## src/rtl/rv_rr_arbiter_if.sv

```systemverilog
// Ready/valid bundle between N_REQ requesters, the round-robin arbiter and its single downstream sink.
// master = requester/sink side, slave = arbiter side.
interface rv_rr_arbiter_if #(
  parameter int unsigned DATA_W = 32,
  parameter int unsigned N_REQ  = 4
);
  localparam int unsigned SRC_W = (N_REQ > 2) ? $clog2(N_REQ) : 1;

  logic [N_REQ-1:0]        in_valid;
  logic [N_REQ*DATA_W-1:0] in_data;
  logic [N_REQ-1:0]        in_last;
  logic [N_REQ-1:0]        in_ready;
  logic                    out_valid;
  logic [DATA_W-1:0]       out_data;
  logic                    out_last;
  logic [SRC_W-1:0]        out_src;
  logic                    out_ready;

  modport master (
    output in_valid, in_data, in_last, out_ready,
    input  in_ready, out_valid, out_data, out_last, out_src
  );

  modport slave (
    input  in_valid, in_data, in_last, out_ready,
    output in_ready, out_valid, out_data, out_last, out_src
  );
endinterface

```

## src/rtl/rv_rr_arbiter.sv

```systemverilog
// Round-robin arbiter with packet locking that merges N_REQ ready/valid streams into one
// registered output stage (1-cycle latency, one beat per cycle).
module rv_rr_arbiter #(
  parameter int unsigned DATA_W = 32,
  parameter int unsigned N_REQ  = 4
) (
  input  logic            clk,
  input  logic            rst,
  rv_rr_arbiter_if.slave  bus
);
  localparam int unsigned SRC_W = (N_REQ > 2) ? $clog2(N_REQ) : 1;
  localparam logic [SRC_W-1:0] LAST_IDX = SRC_W'(N_REQ - 1);

  typedef enum logic {S_IDLE, S_LOCKED} state_e;

  state_e              state_q, state_d;
  logic [SRC_W-1:0]    rr_ptr_q, rr_ptr_d;
  logic [SRC_W-1:0]    owner_q, owner_d;
  logic                out_valid_q, out_valid_d;
  logic [DATA_W-1:0]   out_data_q, out_data_d;
  logic                out_last_q, out_last_d;
  logic [SRC_W-1:0]    out_src_q, out_src_d;

  logic [DATA_W-1:0]   data_arr [N_REQ];
  logic                sel_found_c;
  logic [SRC_W-1:0]    sel_idx_c;
  logic [SRC_W-1:0]    cand_c;
  logic                can_load_c;
  logic                grant_vld_c;
  logic [SRC_W-1:0]    grant_idx_c;
  logic [SRC_W-1:0]    next_idx_c;
  logic [N_REQ-1:0]    ready_c;
  logic                xfer_c;

  for (genvar g = 0; g < N_REQ; g++) begin : g_split
    assign data_arr[g] = bus.in_data[g*DATA_W +: DATA_W];
  end

  // Search downward so the candidate closest to rr_ptr (in wrap order) is assigned last and wins.
  always_comb begin
    sel_found_c = 1'b0;
    sel_idx_c   = rr_ptr_q;
    cand_c      = '0;
    for (int unsigned k = N_REQ; k > 0; k--) begin
      cand_c = SRC_W'((32'(rr_ptr_q) + k - 32'd1) % N_REQ);
      if (bus.in_valid[cand_c]) begin
        sel_found_c = 1'b1;
        sel_idx_c   = cand_c;
      end
    end
  end

  // Next-state and grant logic.
  always_comb begin
    state_d     = state_q;
    rr_ptr_d    = rr_ptr_q;
    owner_d     = owner_q;
    out_valid_d = out_valid_q;
    out_data_d  = out_data_q;
    out_last_d  = out_last_q;
    out_src_d   = out_src_q;
    grant_vld_c = 1'b0;
    grant_idx_c = sel_idx_c;
    ready_c     = '0;
    can_load_c  = !out_valid_q || bus.out_ready;

    case (state_q)
      S_IDLE: begin
        grant_vld_c = sel_found_c;
        grant_idx_c = sel_idx_c;
      end
      S_LOCKED: begin
        grant_vld_c = 1'b1;
        grant_idx_c = owner_q;
      end
      default: begin
        grant_vld_c = 1'b0;
      end
    endcase

    if (grant_vld_c && can_load_c && !rst) begin
      ready_c[grant_idx_c] = 1'b1;
    end
    xfer_c     = bus.in_valid[grant_idx_c] && ready_c[grant_idx_c];
    next_idx_c = (grant_idx_c == LAST_IDX) ? '0 : grant_idx_c + SRC_W'(1);

    if (xfer_c) begin
      out_valid_d = 1'b1;
      out_data_d  = data_arr[grant_idx_c];
      out_last_d  = bus.in_last[grant_idx_c];
      out_src_d   = grant_idx_c;
      if (bus.in_last[grant_idx_c]) begin
        state_d  = S_IDLE;
        rr_ptr_d = next_idx_c;
      end else begin
        state_d  = S_LOCKED;
        owner_d  = grant_idx_c;
      end
    end else if (bus.out_ready) begin
      out_valid_d = 1'b0;
    end
  end

  always_ff @(posedge clk) begin
    if (rst) begin
      state_q     <= S_IDLE;
      rr_ptr_q    <= '0;
      owner_q     <= '0;
      out_valid_q <= 1'b0;
      out_data_q  <= '0;
      out_last_q  <= 1'b0;
      out_src_q   <= '0;
    end else begin
      state_q     <= state_d;
      rr_ptr_q    <= rr_ptr_d;
      owner_q     <= owner_d;
      out_valid_q <= out_valid_d;
      out_data_q  <= out_data_d;
      out_last_q  <= out_last_d;
      out_src_q   <= out_src_d;
    end
  end

  assign bus.in_ready  = ready_c;
  assign bus.out_valid = out_valid_q;
  assign bus.out_data  = out_data_q;
  assign bus.out_last  = out_last_q;
  assign bus.out_src   = out_src_q;
endmodule

```

## src/flat_wrapper.sv

```systemverilog
// flat-port wrapper written by rule: the top's interface ports become plain ports
module rv_rr_arbiter_flat 
#(
  parameter int unsigned DATA_W = 32,
  parameter int unsigned N_REQ  = 4
)
  (clk, rst, bus_in_valid, bus_in_data, bus_in_last, bus_out_ready, bus_in_ready, bus_out_valid, bus_out_data, bus_out_last, bus_out_src);
  rv_rr_arbiter_if #(.DATA_W(DATA_W), .N_REQ(N_REQ)) bus_i ();
  input  logic clk;
  input  logic rst;
  input wire logic [$bits(bus_i.in_valid)-1:0] bus_in_valid;
  input wire logic [$bits(bus_i.in_data)-1:0] bus_in_data;
  input wire logic [$bits(bus_i.in_last)-1:0] bus_in_last;
  input wire logic [$bits(bus_i.out_ready)-1:0] bus_out_ready;
  output wire logic [$bits(bus_i.in_ready)-1:0] bus_in_ready;
  output wire logic [$bits(bus_i.out_valid)-1:0] bus_out_valid;
  output wire logic [$bits(bus_i.out_data)-1:0] bus_out_data;
  output wire logic [$bits(bus_i.out_last)-1:0] bus_out_last;
  output wire logic [$bits(bus_i.out_src)-1:0] bus_out_src;
  assign bus_i.in_valid = bus_in_valid;
  assign bus_i.in_data = bus_in_data;
  assign bus_i.in_last = bus_in_last;
  assign bus_i.out_ready = bus_out_ready;
  assign bus_in_ready = bus_i.in_ready;
  assign bus_out_valid = bus_i.out_valid;
  assign bus_out_data = bus_i.out_data;
  assign bus_out_last = bus_i.out_last;
  assign bus_out_src = bus_i.out_src;
  rv_rr_arbiter #(.DATA_W(DATA_W), .N_REQ(N_REQ)) u_core (.clk(clk), .rst(rst), .bus(bus_i));
endmodule
```

## config.mk

```make
export PLATFORM = sky130hd
export DESIGN_NAME = rv_rr_arbiter_flat
export DESIGN_NICKNAME = d
export VERILOG_FILES = /design/src/rtl/rv_rr_arbiter_if.sv /design/src/rtl/rv_rr_arbiter.sv /design/src/flat_wrapper.sv
export SDC_FILE = /design/constraint.sdc
export NUM_CORES = 1
export LEC_CHECK = 0
export CORE_ASPECT_RATIO = 0.6
export CORE_MARGIN = 2
export CORE_UTILIZATION = 40
export DETAILED_ROUTE_END_ITERATION = 10
export PLACE_DENSITY_LB_ADDON = 0.08
export SLEW_MARGIN = 20
export SYNTH_ARGS = -nofsm -noshare
export SYNTH_HDL_FRONTEND = slang
export SYNTH_SLANG_ARGS = --single-unit
```

## constraint.sdc

```tcl
create_clock -name clk -period 7 [get_ports clk]
set_input_delay 2.1 -clock clk [delete_from_list [all_inputs] [get_ports clk]]
set_output_delay 2.1 -clock clk [all_outputs]
set_load 0.01 [all_outputs]
```

### Yosys cells after proc, flatten, opt, wreduce, memory -nomap -nowiden

Index checks and enable logic that the tools add are counted.

* flip-flop bits (word level): 41
* input bits: 139
* output and inout bits: 40
* word-level logic and storage cells: 71

* add/subtract/negate cells: 9
* order comparisons: 7
* eq/ne operators: 1
* muxes and demuxes: 34
* bitwise operators: 3
* reductions and logical operators: 10

Operators by type and width (number)
* binary-select mux 32 bit (select 2 bit): 1
* 2-to-1 mux 32 bit: 2
* less-than comparator 2 x 3 -> 1 bit, second input constant: 5
* 2-to-1 mux 1 bit: 15
* binary-select mux 1 bit (select 2 bit): 7
* 2-to-1 mux 2 bit: 5
* subtractor 2 x 1 -> 2 bit, second input constant: 4
* adder 2 x 1 -> 2 bit, second input constant: 3
* adder 2 bit, second input constant: 2
* logical AND 1 bit: 4
* 2-to-1 mux 4 bit: 1
* one-hot mux 2 bit (2 select lines): 1
* AND reduction 2 bit: 2
* >= comparator 3 bit, second input constant: 1
* NOT 2 -> 3 bit: 1
* demux 1 bit (select 2 bit): 1
* equality test 2 bit, second input constant: 1
* >= comparator 2 x 1 -> 1 bit, second input constant: 1
* logical NOT 1 bit: 2
* NOT 1 bit: 2
* one-hot mux 1 bit (2 select lines): 1
* nonzero test 2 bit: 1
* logical OR 1 bit: 1

### Longest topological paths before layout

* depth in word-level cells: 18
* mapped depth: 15
* mapped depth without buffers: 11

### Worst setup path after synthesis

Ideal clock, no wire load.

* kind: input to output
* start: input bus_in_valid[1]
* end: output bus_in_ready[3]
* data arrival time: 3656 ps
* data required time: 4900 ps
* path slack: 1244 ps
* stages on the path: 9
* path buffers: 2
* cells stage by stage: buf_2 nor2b_1 a211oi_1 o21ai_1 and2_1 inv_2 clkbuf_1 ha_1 and2_1

* cells in the longest elaborated chain, start to end: 12
* elaborated cells between the ends (all ways): 26
* those cells by class: order compare: 2; mux: 21; reduce/logical: 3

RTL lines
* start, declared: line flat_wrapper.sv:11 `input wire logic [$bits(bus_i.in_valid)-1:0] bus_in_valid;`
* binary-select mux 1 bit (select 2 bit): line rv_rr_arbiter.sv:46 `if (bus.in_valid[cand_c]) begin`
* 2-to-1 mux 1 bit (implied by the code): line rv_rr_arbiter.sv:46
* 2-to-1 mux 2 bit (4 in series): line rv_rr_arbiter.sv:46
* one-hot mux 2 bit (2 select lines): line rv_rr_arbiter.sv:67 `case (state_q)`
* less-than comparator 2 x 3 -> 1 bit (implied by the code) / >= comparator 2 x 1 -> 1 bit (equally long branches): line rv_rr_arbiter.sv:82 `ready_c[grant_idx_c] = 1'b1;`
* logical AND 1 bit (implied by the code): line rv_rr_arbiter.sv:82
* 2-to-1 mux 1 bit (implied by the code): line rv_rr_arbiter.sv:82
* demux 1 bit (select 2 bit)
* 2-to-1 mux 4 bit *: line rv_rr_arbiter.sv:81 `if (grant_vld_c && can_load_c && !rst) begin`
* end, declared: line flat_wrapper.sv:15 `output wire logic [$bits(bus_i.in_ready)-1:0] bus_in_ready;`

Mark *: on every way between the ends. The rest lies on a longest branch, timed or not. The select of a mux whose other input is x is not followed.

### Worst setup path after layout

Same ends and word-level chain as after synthesis.

==> summary.md <==
| Metric | Value |
|---|---|
| Worst-path clk slew | 0.06 ns |
| Core area | 6760 um2 |
| Clk root buf | clkbuf_16 |
| 1st-iter DRT viols | 250 |
| Combinational fraction of design power | 63.8% |
| Switching share of power | 43.6% |
| Worst path top cell family by delay | buffers and inverters |
| Nets | 681 |
| Clock power frac | 14.9% |
| Die Y | 69.1 um |
| Final setup fails | 0 |
| Reg power frac | 21.3% |
| Vias in the first global route | 3,392 |
| TritonCTS Buffers | 5 |
| Final ANT Viol Nets | 0 |
| Die footprint | 7780 um2 |
| CTS Sinks | 41 |
| First-pass GRT wire length | 17.1 mm |
| Slowest stage cell, crit path | clkdlybuf4s50_1 |
| Post-CTS Setup Bufs | 0 |
| Unrepaired setup endpoints after global routing | no |
| Port bufs | 178 |
| Largest net degree at the start of global routing | 69 |
| Register area share after synthesis | 29.0% |
| Die W | 113 um |
| Post-route cell area | 4790 um2 |
| # hold bufs at CTS | 0 |
| Vias post-DR | 3,561 |
| Clock Latency Late Sink | 0.28 ns |
| Most frequent cells in the layout | clkdlybuf4s50_1, nand2_1, a21oi_1, dfxtp_1, and3_1 |
| Antenna cell count | 0 |
| Final wirelength | 11.0 mm |
| Outcome | finished, final reports clean |
| Area delta synth->final | 69.5% |
| Maxcap violations | 0 |
| Setup TNS | 0 ns |
| Area after DPL | 4610 um2 |
| HPWL after DPL | 7.79 mm |
| Dominant synthesized flop cell | dfxtp_1 |
| Buf/Inv on CP | 3 |
| Pleak | 1.81 nW |
| Worst Path Required | 4.90 ns |
| Initial antenna violation count | 0 |
| Num rows | 23 |
| Min Clock Period, post-route | 6.72 ns |
| 1st-pass router iterations | 4 |
| Clk buf depth | 2 |
| Power Internal | 1.03 mW |
| Rel. slew slack | 51.0% |
| Synth Cell Area | 2830 um2 |
| Crit path max fanout | 9 |
| Startpoint Class | input port |
| Most common cell after layout, fill and taps aside | clkdlybuf4s50_1 |
| Async SR Flop Fraction | 0% |
| H-tree Lvls | 2 |
| DRC | 0 |
| Placer Congestion | 0.900 |
| Syn Nets | 528 |
| Crit Path Class | in2out |
| Final-layout fill cell count | 565 |
| Net Sw Power | 791 uW |
| Critical Path, Cell by Cell | clkdlybuf4s50_1 > nor2b_1 > a211oi_1 > o21ai_2 > and2_1 > inv_2 > ha_1 > and2_1 > clkdlybuf4s50_1 |
| Initial core utilization | 41.8% |
| Worst-case vdd ir drop | 195 uV |
| DR vias/cell | 5.66 |
| Clock Skews | 0.00221 ns |
| EDFF count, synth | 0 |
| Hold Crit Class | reg2reg |
| Resize count post-CTS | 0 |
| Syn Area/Cell | 7.28 um2 |
| Hold Vio Cnt, Final | 0 |
| Share of layout cells above drive strength 1 | 5.72% |
| Overall routing resource usage | 27.0% |
| GR Overflow Total | 0 |
| Total power | 1.82 mW |
| Crit share post-route | 96.0% |
| Synth warnings | 0 |
| Library cells used by synthesis | 42 |
| Post-Synthesis Cells | 388 |
| WL/cell | 17.5 um |
| Element type at the critical path end | output port |
| Max stage delay on crit path | 0.64 ns |
| CTS tree | done |
| Pins Over Slew Limit | 0 |
| CP arrival | 4.62 ns |
| Yosys reg bits | 41 |
| PD cells | 379 nW/um2 |
| IO Pins | 179 |
| Maximum operating frequency | 149 MHz |
| Tightest Pin Transition | 0.736 ns |
## worst min-delay path, stage by stage, from the launching register on
cell	delay, ns
dfxtp_1	0.30
nand2_1	0.05
a21oi_1	0.05
## kinds of logic after synthesis
family / count (synthesis) / synth area share, %
muxes: 8 / 3.05
and+or+nand+nor: 166 / 26.6
DFF: 41 / 29.0
adders and majority gates: 1 / 0.443
AOI/OAI and AO/OA: 124 / 33.0
buffers and inverters: 48 / 7.88
## layer usage
layer | global-route usage [%] | part of all wire (%) | vias to the layer above
met5 | 0 | 0 | -
met4 | 7.99 | 1.7 | 0
met3 | 8.44 | 11 | 16
met2 | 42.3 | 45 | 184
met1 | 35.8 | 43 | 1635
li1 | - | - | 1726
## Yosys cell counts, drive strengths merged (3+ instances only)
library cell / number / area [um2]
nand2: 103 / 387
a21oi: 41 / 205
dfxtp: 41 / 821
and3: 34 / 213
a211oi: 33 / 248
a311o: 32 / 320
clkbuf: 24 / 90.1
buf: 16 / 103
nor2: 12 / 45.0
inv: 8 / 30.0
mux2: 5 / 56.3
and2: 4 / 25.0
nand2b: 4 / 25.0
mux2i: 3 / 30.0
nor2b: 3 / 18.8
## final cells by class
cell class | count | area [um2] | share of cell area (%)
Sequential cell | 41 | 821 | 17.1
Tap cell | 87 | 109 | 2.27
Clock buffer | 6 | 139 | 2.90
Timing Repair Buffer | 186 | 1850 | 38.7
Inverter | 8 | 30.0 | 0.627
Clock inverter | 2 | 37.5 | 0.783
Multi-Input combinational cell | 299 | 1800 | 37.6
## power groups by stage
| stage | clock network [mW] | logic [mW] | registers [mW] |
|---|---|---|---|
| floorplan | 0 | 0.679 | 0.422 |
| global placement | 0 | 1.12 | 0.385 |
| detailed placement | 0 | 1.14 | 0.391 |
| CTS | 0.274 | 1.15 | 0.387 |
| global route | 0.286 | 1.26 | 0.399 |
| finish | 0.270 | 1.16 | 0.388 |
## flip-flops by register name, summed over array words and instances, names as in the netlist
name,count
u_core.rr_ptr_q,2
u_core.bus.out_last,1
u_core.bus.out_data,32
u_core.bus.out_valid,1
u_core.state_q,1
u_core.owner_q,2
u_core.bus.out_src,2
## worst paths after layout
path / slack, ns / cells past startpoint / from / endpoint
max: 0.28 / 9 / bus_in_valid[1] / bus_in_ready[3]
min: 0.45 / 2 / u_core.bus.out_data[20]$_SDFFE_PP0P_ / u_core.bus.out_data[20]$_SDFFE_PP0P_
max reg2reg: 3.71 / 10 / u_core.state_q$_SDFFE_PP0P_ / u_core.bus.out_data[17]$_SDFFE_PP0P_
min reg2reg: 0.45 / 2 / u_core.bus.out_data[20]$_SDFFE_PP0P_ / u_core.bus.out_data[20]$_SDFFE_PP0P_
## through the flow
step | utilization (%) | setup slack [ns] | hold WS, ns | instances
finish | 70.9 | 0.282 | 0.451 | 629
global route | 70.9 | 0.157 | 0.473 | 629
CTS | 70.8 | 0.319 | 0.454 | 629
detailed placement | 68.2 | 0.338 | 0.446 | 621
global placement | 68.2 | 0.483 | 0.442 | 621
floorplan | - | 1.24 | 0.465 | 388
(Power assumes the default switching activity.)
==> RTL change 1: new RTL, same flow settings <==
`N_REQ` is set to 4 in 3 places; all go to 2.
--- a/src/rtl/rv_rr_arbiter_if.sv
+++ b/src/rtl/rv_rr_arbiter_if.sv
@@ -2,7 +2,7 @@
 // master = requester/sink side, slave = arbiter side.
 interface rv_rr_arbiter_if #(
   parameter int unsigned DATA_W = 32,
-  parameter int unsigned N_REQ  = 4
+  parameter int unsigned N_REQ  = 2
 );
   localparam int unsigned SRC_W = (N_REQ > 2) ? $clog2(N_REQ) : 1;
 
--- a/src/rtl/rv_rr_arbiter.sv
+++ b/src/rtl/rv_rr_arbiter.sv
@@ -2,7 +2,7 @@
 // registered output stage (1-cycle latency, one beat per cycle).
 module rv_rr_arbiter #(
   parameter int unsigned DATA_W = 32,
-  parameter int unsigned N_REQ  = 4
+  parameter int unsigned N_REQ  = 2
 ) (
   input  logic            clk,
   input  logic            rst,
--- a/src/flat_wrapper.sv
+++ b/src/flat_wrapper.sv
@@ -2,7 +2,7 @@
 module rv_rr_arbiter_flat 
 #(
   parameter int unsigned DATA_W = 32,
-  parameter int unsigned N_REQ  = 4
+  parameter int unsigned N_REQ  = 2
 )
   (clk, rst, bus_in_valid, bus_in_data, bus_in_last, bus_out_ready, bus_in_ready, bus_out_valid, bus_out_data, bus_out_last, bus_out_src);
   rv_rr_arbiter_if #(.DATA_W(DATA_W), .N_REQ(N_REQ)) bus_i ();
Interface: changed (5 resized); port bits go from 179 to 108. No check against the original RTL was run, so the function may have changed too.
==> RTL change 1 against the unedited design <==
  * Synthesized area down 35%
  * Total power down 60%
  * Hold slack better by 46 ps
  * Wire length down 47%
  * Final cell count down 38%
  * Global-route usage down 3.8 points
  * Setup slack better by 810 ps
  * Maximum frequency up 14%
  * Sequential cell count down 3
  * Design area down 36%
  * Synthesized cell count down 41%
  * Critical path type unchanged
  * Largest cell class unchanged
  * Highest routed layer unchanged
==> RTL change 1: results (changes against the unedited design) <==
met3 wire length=576 um (was 1172 um); DR WL met2=2522 um (was 4895 um); PortBufs=107 (was 178); CP max stage delay=570 ps (was 640 ps); fin nets=395 (was 681); H-tree levels=2 (unchanged); status=completed (unchanged); drt via density=5.327 (was 5.661); yosys warns=0 (unchanged); GR Layer Usage met1=0.3130 (was 0.3578); GRT met3 Usage=0.08725 (was 0.08443); Reg2Reg Depth=5 (was 10); GP Congestion=0.7284 (was 0.9003); Routed wire per std cell=15.06 um (was 17.47 um); worst hold slack=497.2 ps (was 451.2 ps); Yosys cell types=24 (was 42); Slew HR=0.5610 (was 0.5096); FILL cells=382 (was 565); Tot GR Track Use=0.2325 (was 0.2701); first-pass GRT wire length=9446 um (was 17110 um); Int Pwr=0.4841 mW (was 1.025 mW); placed cell count=380 (was 621); WP data arrival=3810 ps (was 4620 ps); largest cells by area after synthesis=dfxtp_1, a311oi_1, nand3_1 (was dfxtp_1, nand2_1, a311o_1); syn_nets=301 (was 528); sequential area share after synthesis=0.4136 (was 0.2904); leak pwr=1.051 nW (was 1.807 nW); Final Non-Filler Cells=388 (was 629); top_reg_cell synth=dfxtp_1 (unchanged); M2 GR Usage=0.3424 (was 0.4230); 1st-iter DRT viols=82 (was 250); synth cell count leaders=nor2_1, dfxtp_1, nand3_1, o21ai_0, a311oi_1 (was nand2_1, a21oi_1, dfxtp_1); Reg2Reg Launch Point=u_core.owner_q (was u_core.state_q); Critical Path Sink=bus_in_ready[0] (was bus_in_ready[3]); pin count of the biggest net entering global routing=70 (was 69); vias in the first global route=1931 (was 3392); GRT overflow=0 (unchanged); internal reg-to-reg setup slack=4860 ps (was 3710 ps); reg2reg end=u_core.bus.out_data[23] (was u_core.bus.out_data[17]); worst IR drop on VDD=0.1320 mV (was 0.1951 mV); Post-DP Area=2942 sq um (was 4613 sq um); crit path from=bus_in_valid[0] (was bus_in_valid[1]); period utilization=0.8441 (was 0.9597); FFs w/ async S/R, synth=0 (unchanged); Max Clock Skew=6.114 ps (was 2.209 ps); Crit Path Max Fanout=6 (was 9); Clock transition at path regs=70 ps; CTS tree=yes (unchanged); met1 wire length=2687 um (was 4731 um); layout cells sized above 1=0.05231 (was 0.05720); worst slack, placed=1094 ps (was 337.9 ps); Final HPWL DP=3710 um (was 7786 um); CTS root buf=clkbuf_8 (was clkbuf_16); Post-Synthesis Cells=230 (was 388)
RTL change 1: power by group through the flow:
| stage | clock network, mW | registers, mW | logic [mW] |
|---|---|---|---|
| 3_3_place_gp | 0 | 0.269 | 0.285 |
| 3_5_place_dp | 0 | 0.270 | 0.287 |
| 2_1_floorplan | 0 | 0.280 | 0.142 |
| 5_1_grt | 0.194 | 0.269 | 0.315 |
| 6_report | 0.178 | 0.265 | 0.287 |
| 4_1_cts | 0.183 | 0.265 | 0.289 |
RTL change 1: tightest hold or removal path, cell delays in order (launching register included):
cell and delay, ps:
dfxtp_1 310, nor2_1 90, a311oi_1 50
RTL change 1: cell families (layout without fill, tap and decap cells):
| family | count (synthesis) | in the layout | synth area share |
|---|---|---|---|
| simple gates | 86 | 86 | 0.2143 |
| mux | 1 | 1 | 0.005442 |
| compound gates | 78 | 78 | 0.3089 |
| flops | 38 | 38 | 0.4136 |
| buf+inv | 27 | 122 | 0.05782 |
RTL change 1: cell type report:
class / instances / area [sq um] / area share
clock buffers: 8 / 110.1 / 0.03608
repair buffers: 113 / 1116 / 0.3657
well taps: 63 / 78.83 / 0.02583
flip-flops and latches: 38 / 760.7 / 0.2493
inverters: 1 / 3.754 / 0.001230
multi-input cells: 165 / 982.2 / 0.3219
RTL change 1: worst min-delay path by stage:
stage / cells after the start / startpoint / to
finish: 2 / u_core.bus.out_data[27] / u_core.bus.out_data[27]
global route: 2 / u_core.bus.out_data[22] / u_core.bus.out_data[22]
CTS: 2 / u_core.bus.out_data[8] / u_core.bus.out_data[8]
detailed placement: 2 / u_core.bus.out_data[9] / u_core.bus.out_data[9]
global placement: 2 / u_core.bus.out_data[22] / u_core.bus.out_data[22]
floorplan: 2 / u_core.bus.out_data[0] / u_core.bus.out_data[0]
==> RTL change 2: new RTL, same settings <==
Made on the original files. Take the reset off `out_data_q` and load it in a clocked block of its own.
--- a/src/rtl/rv_rr_arbiter.sv
+++ b/src/rtl/rv_rr_arbiter.sv
@@ -107,7 +107,6 @@
       rr_ptr_q    <= '0;
       owner_q     <= '0;
       out_valid_q <= 1'b0;
-      out_data_q  <= '0;
       out_last_q  <= 1'b0;
       out_src_q   <= '0;
     end else begin
@@ -115,10 +114,13 @@
       rr_ptr_q    <= rr_ptr_d;
       owner_q     <= owner_d;
       out_valid_q <= out_valid_d;
-      out_data_q  <= out_data_d;
       out_last_q  <= out_last_d;
       out_src_q   <= out_src_d;
     end
+  end
+
+  always_ff @(posedge clk) begin
+    out_data_q <= out_data_d;
   end
 
   assign bus.in_ready  = ready_c;
Function: differs if rst is asserted again (counterexample within 4 cycles, from zero or initial values and one cycle with rst high); with rst held inactive, the same outputs for 4 cycles.
==> RTL change 2 against the unedited design <==
  * Wire length is 16% lower
  * Utilization is 2.7 points higher
  * Total power fell by 24%
  * Sequential power is 6.4% higher
  * Sequential share of layout area grew 7.7 points
  * Via count shrank 15%
  * Sequential cell count unchanged
  * Die area down 6.4%
  * Setup slack better by 130 ps
  * Synthesized area is 6.7% lower
  * Design area is 4.1% lower
  * Largest power group unchanged
==> RTL change 2: results (changes against the unedited design) <==
largest cells by area after synthesis=edfxtp_1, nand2_1, and3_1 (was dfxtp_1, nand2_1, a311o_1); Final HPWL DP=6935 um (was 7786 um); pin count of the biggest net entering global routing=67 (was 69); Diodes inserted=0 (unchanged); CTS root buf=clkbuf_8 (was clkbuf_16); syn_nets=468 (was 528); leak pwr=1.817 nW (was 1.807 nW); yosys warns=0 (unchanged); Post-Synth Adder-Cell Area=0.004744 (was 0.004427); DR pass1 iterations=5 (was 4); Crit Path Max Fanout=24 (was 9); multiplexer share of the synthesized area=0.009488 (was 0.03054); Max Clock Skew=6.212 ps (was 2.209 ps); sequential area share after synthesis=0.4326 (was 0.2904); CTS buffer count=5 (unchanged); clock latency at the later pin of the worst-skew pair=290 ps; setup TNS=0 ps (unchanged); post-CTS sizing=0 (unchanged); vias in the first global route=2828 (was 3392); layout cells sized above 1=0.06024 (was 0.05720); drt via density=5.198 (was 5.661); fraction of synthesized cell area in xor and xnor cells=0 (unchanged); initial antenna violation count=0 (unchanged); final WL=9207 um (was 10990 um); worst IR drop on VDD=0.2634 mV (was 0.1951 mV); max reg flops=32 (unchanged); Tot GR Track Use=0.2465 (was 0.2701); fin nets=637 (was 681); Clock transition at path regs=80 ps (was 60 ps); setup bufs post-CTS=0 (unchanged); critical path's top delay family=buffers and inverters (unchanged); FFs w/ async S/R, synth=0 (unchanged); GP Congestion=0.9301 (was 0.9003); PortBufs=178 (unchanged); CP max stage delay=520 ps (was 640 ps); EDFF count, synth=32 (was 0); H-tree levels=2 (unchanged); Synth Area in Compound Gates=0.1589 (was 0.3298); status=completed (unchanged); 1st-iter DRT viols=248 (was 250); Hold WC Path Type=flip-flop to flip-flop (unchanged); top_reg_cell synth=edfxtp_1 (was dfxtp_1); first-pass GRT wire length=13700 um (was 17110 um); synth cell count leaders=nand2_1, and3_1, a31oi_1, edfxtp_1, clkbuf_1 (was nand2_1, a21oi_1, dfxtp_1); WP data arrival=4490 ps (was 4620 ps); slowest cell on the critical path=clkdlybuf4s50_1 (unchanged); Yosys cell types=47 (was 42); Slew HR=0.3919 (was 0.5096)
RTL change 2: cell types whose count changed after synthesis, sizes merged, moves of 32 or more:
| cell | delta |
|---|---|
| a21oi | -36 |
| dfxtp | -32 |
| a211oi | -32 |
| edfxtp | +32 |
| a311o | -32 |
RTL change 2: path summary, 6_finish.rpt:
kind	end	slack, ps	cells past startpoint	from
worst min-delay path	u_core.bus.out_src[0]	500	2	u_core.bus.out_src[0]
worst max register to register	u_core.bus.out_data[5]	3750	8	u_core.rr_ptr_q[0]
worst max-delay path	bus_in_ready[3]	410	9	bus_in_valid[2]
worst min register to register	u_core.bus.out_src[0]	500	2	u_core.bus.out_src[0]
RTL change 2: kinds of logic (layout without fill, tap and decap cells):
kind of cell,after synthesis,count (layout)
buffers and inverters,27,197
DFF,41,41
muxes,2,2
adders and majority gates,1,1
and+or+nand+nor,200,200
AOI/OAI and AO/OA,57,57
RTL change 2: routing by layer:
metal	up-vias	routed length (um)	GRT usage
met5	-	0	0
met4	0	174	0.08333
met3	16	1006	0.07730
met2	154	4247	0.4078
met1	1365	3779	0.3065
li1	1490	-	-
RTL change 2: cell type report:
type                       count  area [sq um]
clock buffer                   6         72.57
clock inverter                 2         35.03
fill                         461          1654
inverter                       4         16.27
multi-input combinational    260          1390
sequential                    41          1141
tap                           84         105.1
timing repair buffer         185          1834
RTL change 2: worst min-delay path, cell delays in order (launching register included):
cell and delay [ps]:
dfxtp_1 310, nor2_1 90, a211oi_1 50
RTL change 2: power breakdown:
group	total, mW	internal, mW	switching [mW]
Clock	0.186	0.106	0.0800
Combinational	0.784	0.365	0.418
Sequential	0.413	0.381	0.0320
Total	1.38	0.853	0.530
RTL change 2: stage by stage:
stage	cells	instance area (sq um)	utilization	power, mW	setup WS, ps
final	582	4594	0.7353	1.383	409.3
after detailed placement	574	4487	0.7181	1.200	432.6
after global routing	582	4594	0.7353	1.480	233.2
after global placement	574	4487	0.7181	1.180	499.5
after floorplan	328	2638	-	0.8685	1246
after CTS	582	4594	0.7353	1.387	428.3
